$ cat config.mk
export PLATFORM = sky130hd
export DESIGN_NAME = ocr_tx_unit
export DESIGN_NICKNAME = d
export VERILOG_FILES = /design/src/rtl/ahim_config_pkg.sv /design/src/rtl/ocr_tx_pkg.sv /design/src/rtl/ocr_tx_piso.sv /design/src/rtl/ocr_tx_unit.sv
export SDC_FILE = /design/constraint.sdc
export NUM_CORES = 1
export LEC_CHECK = 0
export BUFFER_PORTS_ARGS = -buffer_cell sky130_fd_sc_hd__buf_4
export CAP_MARGIN = 30
export CORE_MARGIN = 2
export CORE_UTILIZATION = 23
export CTS_BUF_LIST = sky130_fd_sc_hd__clkbuf_16
export DETAILED_ROUTE_END_ITERATION = 7
export GPL_TIMING_DRIVEN = 0
export MAX_ROUTING_LAYER = met4
export PLACE_DENSITY = 0.43
export SLEW_MARGIN = 15
export SYNTH_ARGS = -nofsm -noshare
export SYNTH_HDL_FRONTEND = slang
export SYNTH_HIERARCHICAL = 1
export SYNTH_SLANG_ARGS = --single-unit
$ cat constraint.sdc
create_clock -name clk_in -period 3.28 [get_ports clk_in]
set_input_delay 0.656 -clock clk_in [delete_from_list [all_inputs] [get_ports clk_in]]
set_output_delay 0.656 -clock clk_in [all_outputs]
set_load 0.01 [all_outputs]
$ cat src/rtl/ahim_config_pkg.sv
// Shared configuration for the HPS<->FPGA character path: widths and the
// character type used by both the receive and transmit sides.
package ahim_config_pkg;

  localparam int unsigned PIO_DATA_WIDTH = 64;
  localparam int unsigned CHAR_WIDTH     = 8;
  localparam int unsigned UINT8_WIDTH    = 8;

  typedef logic [CHAR_WIDTH-1:0] char_t;

  localparam char_t NULL_CHAR = '0;

endpackage

$ cat src/rtl/ocr_tx_pkg.sv
// Types and constants for the OCR transmit unit.
package ocr_tx_pkg;

  import ahim_config_pkg::*;

  typedef enum logic [1:0] {
    IDLE  = 2'd0,
    FETCH = 2'd1,
    SEND  = 2'd2
  } tx_state_t;

  localparam int unsigned ELEMS_PER_WORD = PIO_DATA_WIDTH / CHAR_WIDTH;
  localparam int unsigned HDR_LEN_LSB    = 0;
  localparam int unsigned HDR_LEN_MSB    = UINT8_WIDTH - 1;

  typedef char_t [ELEMS_PER_WORD-1:0] char_vec_t;

  // Element k sits at bits [(k+1)*CHAR_WIDTH-1 : k*CHAR_WIDTH], the same
  // LSB-first order the receive side packs with.
  function automatic char_vec_t unpack_word(input logic [PIO_DATA_WIDTH-1:0] word);
    char_vec_t v;
    v = '0;
    for (int unsigned k = 0; k < ELEMS_PER_WORD; k++) begin
      v[k] = word[k*CHAR_WIDTH +: CHAR_WIDTH];
    end
    return v;
  endfunction

endpackage

$ cat src/rtl/ocr_tx_piso.sv
// Parallel-in/serial-out register for one payload word plus its slot counter.
// Ports:
//   clk_in, rst  clock and async active-high reset
//   clr          synchronous clear (highest priority)
//   load, din    load a new word and restart at slot 0
//   shift        advance one element (LSB-first)
//   elem         current element (low bits of the shift register)
//   slot_last    current slot is the last one in the word
module ocr_tx_piso #(
  parameter int unsigned WORD_W = 64,
  parameter int unsigned ELEM_W = 8
) (
  input  logic              clk_in,
  input  logic              rst,
  input  logic              clr,
  input  logic              load,
  input  logic              shift,
  input  logic [WORD_W-1:0] din,
  output logic [ELEM_W-1:0] elem,
  output logic              slot_last
);

  localparam int unsigned ELEMS  = WORD_W / ELEM_W;
  localparam int unsigned SLOT_W = (ELEMS > 1) ? $clog2(ELEMS) : 1;

  logic [WORD_W-1:0] shreg_q;
  logic [SLOT_W-1:0] slot_q;

  // Shift register and slot counter; clear beats load beats shift.
  always_ff @(posedge clk_in or posedge rst) begin
    if (rst) begin
      shreg_q <= '0;
      slot_q  <= '0;
    end else if (clr) begin
      shreg_q <= '0;
      slot_q  <= '0;
    end else if (load) begin
      shreg_q <= din;
      slot_q  <= '0;
    end else if (shift) begin
      shreg_q <= shreg_q >> ELEM_W;
      slot_q  <= slot_q + SLOT_W'(1);
    end
  end

  assign elem      = shreg_q[ELEM_W-1:0];
  assign slot_last = (slot_q == SLOT_W'(ELEMS - 1));

endmodule

$ cat src/rtl/ocr_tx_unit.sv
// OCR transmit unit: pops length-prefixed frames from the HPS->FPGA show-ahead
// FIFO and streams the packed characters out one element per handshake.
// Ports:
//   clk_in, rst             clock and async active-high reset
//   Clear_buff              synchronous clear, abandons the current frame
//   fifo_data, fifo_empty   head word / empty flag of the FIFO
//   pop_fifo                consume head word (combinational)
//   elem_data/valid/last    element stream, elem_ready from consumer
//   OCR_TX_done             one-cycle pulse after a frame's last handshake
//   Sent_LC                 completed-frame counter (wraps)
//   hdr_zero                sticky: a zero-length header was seen
//   busy                    FSM is not idle
module ocr_tx_unit
  import ahim_config_pkg::*;
  import ocr_tx_pkg::*;
#(
  parameter int unsigned WORD_W = PIO_DATA_WIDTH,
  parameter int unsigned ELEM_W = CHAR_WIDTH,
  parameter int unsigned LEN_W  = UINT8_WIDTH
) (
  input  logic              clk_in,
  input  logic              rst,
  input  logic              Clear_buff,
  input  logic [WORD_W-1:0] fifo_data,
  input  logic              fifo_empty,
  output logic              pop_fifo,
  output logic [ELEM_W-1:0] elem_data,
  output logic              elem_valid,
  input  logic              elem_ready,
  output logic              elem_last,
  output logic              OCR_TX_done,
  output logic [LEN_W-1:0]  Sent_LC,
  output logic              hdr_zero,
  output logic              busy
);

  tx_state_t        state_q, state_n;
  logic [LEN_W-1:0] rem_q, rem_n;
  logic [LEN_W-1:0] sent_q, sent_n;
  logic             hz_q, hz_n;
  logic             done_q, done_n;
  logic             valid_q, valid_n;
  logic             last_q, last_n;
  logic             busy_q;
  logic             pop_c;
  logic             piso_load, piso_shift;
  logic             slot_last;
  logic [LEN_W-1:0] hdr_len;

  assign hdr_len = fifo_data[HDR_LEN_LSB +: LEN_W];

  ocr_tx_piso #(
    .WORD_W (WORD_W),
    .ELEM_W (ELEM_W)
  ) u_piso (
    .clk_in    (clk_in),
    .rst       (rst),
    .clr       (Clear_buff),
    .load      (piso_load),
    .shift     (piso_shift),
    .din       (fifo_data),
    .elem      (elem_data),
    .slot_last (slot_last)
  );

  // State and registered outputs.
  always_ff @(posedge clk_in or posedge rst) begin
    if (rst) begin
      state_q <= IDLE;
      rem_q   <= '0;
      sent_q  <= '0;
      hz_q    <= 1'b0;
      done_q  <= 1'b0;
      valid_q <= 1'b0;
      last_q  <= 1'b0;
      busy_q  <= 1'b0;
    end else begin
      state_q <= state_n;
      rem_q   <= rem_n;
      sent_q  <= sent_n;
      hz_q    <= hz_n;
      done_q  <= done_n;
      valid_q <= valid_n;
      last_q  <= last_n;
      busy_q  <= (state_n != IDLE);
    end
  end

  // Next state; valid/last are precomputed so they leave straight from flops.
  always_comb begin
    state_n    = state_q;
    rem_n      = rem_q;
    sent_n     = sent_q;
    hz_n       = hz_q;
    done_n     = 1'b0;
    valid_n    = 1'b0;
    last_n     = 1'b0;
    pop_c      = 1'b0;
    piso_load  = 1'b0;
    piso_shift = 1'b0;

    if (Clear_buff) begin
      state_n = IDLE;
      rem_n   = '0;
      sent_n  = '0;
      hz_n    = 1'b0;
    end else begin
      case (state_q)
        IDLE: begin
          if (!fifo_empty) begin
            pop_c = 1'b1;
            rem_n = hdr_len;
            if (hdr_len == '0) begin
              hz_n = 1'b1;
            end else begin
              state_n = FETCH;
            end
          end
        end
        FETCH: begin
          if (!fifo_empty) begin
            pop_c     = 1'b1;
            piso_load = 1'b1;
            state_n   = SEND;
            valid_n   = 1'b1;
            last_n    = (rem_q == LEN_W'(1));
          end
        end
        SEND: begin
          valid_n = 1'b1;
          last_n  = last_q;
          if (elem_ready) begin
            piso_shift = 1'b1;
            rem_n      = rem_q - LEN_W'(1);
            if (rem_q == LEN_W'(1)) begin
              state_n = IDLE;
              done_n  = 1'b1;
              sent_n  = sent_q + LEN_W'(1);
              valid_n = 1'b0;
              last_n  = 1'b0;
            end else if (slot_last) begin
              // Word exhausted: one bubble cycle to fetch the next one.
              state_n = FETCH;
              valid_n = 1'b0;
              last_n  = 1'b0;
            end else begin
              last_n = (rem_q == LEN_W'(2));
            end
          end
        end
        default: state_n = IDLE;
      endcase
    end
  end

  assign pop_fifo    = pop_c;
  assign elem_valid  = valid_q;
  assign elem_last   = last_q;
  assign OCR_TX_done = done_q;
  assign Sent_LC     = sent_q;
  assign hdr_zero    = hz_q;
  assign busy        = busy_q;

endmodule
Yosys cells after proc, flatten, opt, wreduce, memory -nomap -nowiden
Index checks and enable logic that the tools add are counted.
{ "classes": {"addsub": 3, "n_eq_ne": 8, "mux": 49, "n_reduce_logical": 14} }
{ "ops": {"columns": ["operator", "count"], "rows": [
  ["two-way mux 64 bit", 3],
  ["two-way mux 8 bit", 7],
  ["two-way mux 1 bit", 25],
  ["case mux 8 bit (2 select lines)", 1],
  ["two-way mux 2 bit", 7],
  ["nonzero test 2 bit", 6],
  ["two-way mux 3 bit", 3],
  ["AND reduction 3 bit", 3],
  ["adder 8 x 1 -> 8 bit (second input constant)", 1],
  ["== test 8 x 1 -> 1 bit (second input constant)", 1],
  ["== test 8 x 2 -> 1 bit (second input constant)", 1],
  ["logical NOT 8 bit", 1],
  ["subtractor 8 x 1 -> 8 bit (second input constant)", 1],
  ["inequality test 3 bit (second input constant)", 2],
  ["case mux 2 bit (3 select lines)", 1],
  ["nonzero test 3 bit", 2],
  ["case mux 1 bit (2 select lines)", 2],
  ["adder 3 x 1 -> 3 bit (second input constant)", 1],
  ["== test 3 bit (second input constant)", 1],
  ["== test 2 x 1 -> 1 bit (second input constant)", 1],
  ["== test 2 bit (second input constant)", 1],
  ["logical NOT 2 bit", 1],
  ["inequality test 2 bit (second input constant)", 1],
  ["OR reduction 2 bit", 1]
]} }
{ "word_totals": {"regBits": 90, "in_bits": 69, "output_inout_bits": 22, "word_cells": 84} }

Longest topological paths before layout
{ "depth": {"word_depth": 7, "ltp_mapped": 9, "depth_no_buf": 6} }

Modules after synthesis
Netlist, hierarchy kept.
{ "modules_own_cells": {"columns": ["module", "n_inst", "cells_each", "area_each_um2", "seq_area_each_um2"], "rows": [
  ["ocr_tx_piso", 1, 306, 3490.8, 1676.6],
  ["ocr_tx_unit", 1, 158, 1465.2, 575.6]
]} }

Worst setup path after synthesis
Ideal clock, no wire load.
{ "synth_path": {"path_type": "input to register", "from": "in Clear_buff", "to": "reg u_piso.shreg_q[15]", "setup_time_ns": 0.143, "arrival_ns": 1.950, "required_time_ns": 3.137, "path_slack_ns": 1.186, "stages": 7, "path_buffers": 4, "path_cell_list": "clkbuf_1 > clkbuf_1 > nor2_1 > inv_1 > buf_2 > clkbuf_1 > a211oi_1"} }
{ "synth_via": {"elab_chain_len": 3, "word_cells_on_any_way": 5, "classes_between": "4 x mux; 1 x reduce/logical"} }
{ "synth_rtl": {"columns": ["element", "line_no", "source"], "rows": [
  ["start, declared", "ocr_tx_unit.sv:23", "input logic Clear_buff,"],
  ["two-way mux 1 bit *", "ocr_tx_unit.sv:102", "if (Clear_buff) begin"],
  ["named net piso_load", "ocr_tx_unit.sv:46", "logic piso_load, piso_shift;"],
  ["two-way mux 64 bit", "ocr_tx_piso.sv:37", "end else if (load) begin"],
  ["two-way mux 64 bit", "ocr_tx_piso.sv:34", "end else if (clr) begin"],
  ["end signal, assigned", "ocr_tx_piso.sv:38", "shreg_q <= din;"],
  ["end signal, assigned", "ocr_tx_piso.sv:41", "shreg_q <= shreg_q >> ELEM_W;"],
  ["end, declared", "ocr_tx_piso.sv:26", "logic [WORD_W-1:0] shreg_q;"]
]} }
Mark *: on every way through the listed nets, which the timed path passes. The rest lies on a longest branch.
A chain may end at the register's enable or synchronous reset.

Worst setup path after layout
{ "layout_path": {"from": "in Clear_buff", "to": "reg u_piso.shreg_q[31]"} }
Same word-level chain as after synthesis.

==> flow_metrics.tcl <==
set metrics [dict create \
    synth_area_mm2 0.00496 \
    maxCapViolations 0 \
    synthDistinctLibCells 47 \
    async_reset_ff_share_pct 100 \
    yosysSeqAreaShare_pct 45.4 \
    max_freq_mhz 395 \
    power_frac_seq_pct 45.3 \
    ys_top_cells_by_area "dfrtp_1 45%, mux2i_1 12%, a211oi_1 8.9%, nor2b_1 7.8%, ha_1 2.5%" \
    cp_data_arrival_time_ns 2.74 \
    status "completed" \
    nets 646 \
    slowest_stage "clkbuf_1" \
    fp.dieH_um 151 \
    die-area_mm2 0.0227 \
    antenna_found_initial 0 \
    cp-start-kind "input pin" \
    tightest_slew_ns 0.562 \
    cts.clk_slew.worst_paths_ns 0.07 \
    postCtsSetupBuffers 0 \
    post-route-min-period_ns 2.53 \
    synth_top_area_share_pct 45.4 \
    fillers 2249 \
    gr-total-overflow 0 \
    finalHoldViolCount 0 \
    skew_ns 0.00868 \
    wire_per_inst_um 16.8 \
    first_pass_iters 4 \
    grt_pass1_vias 4225 \
    crit_path_max_incr_delay_ns 0.45 \
    finalPower_mw 2.67 \
    synthesis.instances 464 \
    synth_edf_count 0 \
    yosysTopAreaCell "dfrtp_1" \
    stdcell_area_mm2 0.00633 \
    path_common_cell "clkbuf_1" \
    yosys_warnings 6 \
    synth-seq-cells 90 \
    drv_slew 0 \
    setup_viol 0 \
    gp_congestion 0.833 \
    syn_area_per_cell_um2 10.7 \
    place_inst 830 \
    critPathMaxFanout 10 \
    ctsHoldBuffers 0 \
    clock_latency_ns 0.35 \
    rsz0062_at_grt "no" \
    cts_buffers 9 \
    synth_ff_type "dfrtp_1" \
    worst_ep_required_time_ns 3.49 \
    grtUsageTotal_pct 13.7 \
    chipWidth_um 151 \
    swShare_pct 27.3 \
    slew_headroom_pct 62.2 \
    cts_root_buffer "clkbuf_16" \
    port_buffers 90 \
    peakVddDrop_uv 189 \
    p_int_mw 1.94 \
    routed_via_density 4.58 \
    p_sw_uw 729 \
    rows 53 \
    start_util_pct 23.5 \
    cp-end-kind "register" \
    syn_to_final_growth_pct 27.7 \
    grt_max_degree 54 \
    syn_nets 543 \
    dpl_cell_area_mm2 0.00601 \
    clkPwrFrac_pct 40.2 \
    htreeDepth 3 \
    final_antenna_net_count 0 \
    clock-sinks 90 \
    cts_tree "yes" \
    drive_gt1_share_pct 24.0 \
    coreArea_mm2 0.0211 \
    drt_iter0_drc 112 \
    n_antenna_cell 0 \
    drt-total-wl_um 14200 \
    fin_crit_sh_pct 77.2 \
    hold_path.class "in -> async" \
    io_pins 91 \
    clock_path_buffers 2 \
    finalNonFillerCells 847 \
    whs_ns 0.239 \
    grt_pass1_wl_um 23000 \
    crit_chain "buf_4 > clkbuf_1 > clkbuf_1 > nor2_1 > inv_1 > buf_2 > clkbuf_1 > a211oi_1" \
    fin_util_pct 30.0 \
    hpwl_um 10900 \
    p_comb_share_pct 14.6 \
    p_leak_nw 2.60 \
    drc 0 \
    post_cts_resized 0 \
    num_vias 3882 \
    worstSetupPathType "in -> reg" \
    p_per_area_mw_per_mm2 421 \
]
==> worst max-delay path: cells and delay by family <==
family                 cells  cell delay, ns
buffers and inverters      6            1.72
and+or+nand+nor            1            0.21
AOI/OAI and AO/OA          1            0.15
==> final timing paths <==
kind | from | end | slack [ns] | depth (start not counted)
min | rst | rem_q[4] | 0.24 | 2
max in group asynchronous | rst | u_piso/shreg_q[50] | 2.50 | 3
min reg2reg | hdr_zero | hdr_zero | 0.51 | 2
max reg2reg | state_q[0] | u_piso/shreg_q[1] | 0.94 | 7
min in group clk_in | hdr_zero | hdr_zero | 0.51 | 2
max | Clear_buff | u_piso/shreg_q[31] | 0.75 | 8
==> cells by family after synthesis <==
family / count (synthesis) / share of synthesized area (%)
DFF: 90 / 45.4
adders and majority gates: 10 / 2.52
xor gates and xnor gates: 3 / 0.530
AOI/OAI and AO/OA: 104 / 14.7
muxes: 63 / 12.8
buffers and inverters: 51 / 6.24
and+or+nand+nor: 143 / 17.8
==> metrics by stage <==
| step | setup slack (ns) | TNS [ns] |
|---|---|---|
| after global placement | -0.0490 | -3.07 |
| final | 0.746 | 0 |
| after global routing | 0.533 | 0 |
| after detailed placement | 0.377 | 0 |
| after floorplan | 0.941 | 0 |
| after CTS | 0.716 | 0 |
==> Yosys cell counts (2+ instances only) <==
master and n:
nand2b_1 4, buf_12 3, buf_6 2, a31oi_1 5
nor4_2 2, clkbuf_1 17, dfrtp_1 90, inv_1 10
o32ai_1 2, a211oi_2 2, nand3_1 6, buf_2 4
buf_4 10, nand4_1 3, nor4_1 3, nor2_1 17
o22ai_1 2, nand2_1 16, mux2i_1 61, a211oi_1 59
mux2_1 2, o21ai_0 6, ha_1 10, buf_1 4
nor4b_1 2, nor3_1 8, a22oi_1 5, or3b_1 8
a21oi_1 18, a21o_1 2, or3_1 3, nor2b_1 62
xor2_1 2
==> cells in the final DEF, fill, tap and decap left out, types with 3 or more instances in the layout <==
| master | instances |
|---|---|
| nor3_1 | 8 |
| a31oi_1 | 5 |
| nand2_1 | 16 |
| nor2b_1 | 62 |
| mux2i_1 | 61 |
| o21ai_0 | 6 |
| dfrtp_1 | 90 |
| buf_4 | 100 |
| buf_12 | 3 |
| nand2b_1 | 4 |
| or3b_1 | 8 |
| buf_1 | 4 |
| nor2_1 | 17 |
| nor4_1 | 3 |
| clkbuf_16 | 10 |
| clkbuf_1 | 17 |
| nand3_1 | 6 |
| nand4_1 | 3 |
| a21oi_1 | 18 |
| ha_1 | 10 |
| a22oi_1 | 5 |
| buf_2 | 4 |
| or3_1 | 3 |
| inv_1 | 9 |
| a211oi_1 | 59 |
==> area by class of cell <==
cell class	count	area [µm²]	share of cell area, %
multi-input cells	323	2390	37.8
inverters	10	40.0	0.632
plain buffers	41	272	4.29
well taps	275	344	5.43
clock buffers	9	225	3.56
flip-flops and latches	90	2250	35.6
clock inverters	7	75.1	1.19
repair buffers	92	728	11.5
==> flip-flops by register name, summed over array words and instances (netlist names) <==
| register | cells |
|---|---|
| u_piso/slot_q | 3 |
| OCR_TX_done | 1 |
| elem_last | 1 |
| Sent_LC | 8 |
| rem_q | 8 |
| busy | 1 |
| state_q | 2 |
| hdr_zero | 1 |
| u_piso/shreg_q | 64 |
| elem_valid | 1 |
==> per-layer routing <==
metal	up-vias	share of wire, %	wire length [µm]	track usage [%]
li1	1888	-	-	-
met5	-	0	0	-
met2	97	45	6440	20.7
met3	10	4.7	669	2.77
met1	1887	49	6980	19.0
met4	0	0.89	127	3.04
==> power by group through the flow <==
stage               sequential, mW  clock, mW  combinational, mW
global placement              1.23          0              0.381
finish                        1.21       1.07              0.389
global route                  1.21       1.16              0.434
floorplan                     1.21          0              0.234
detailed placement            1.23          0              0.391
CTS                           1.21       1.10              0.392
Note: power is estimated with default switching activity, not from simulation.
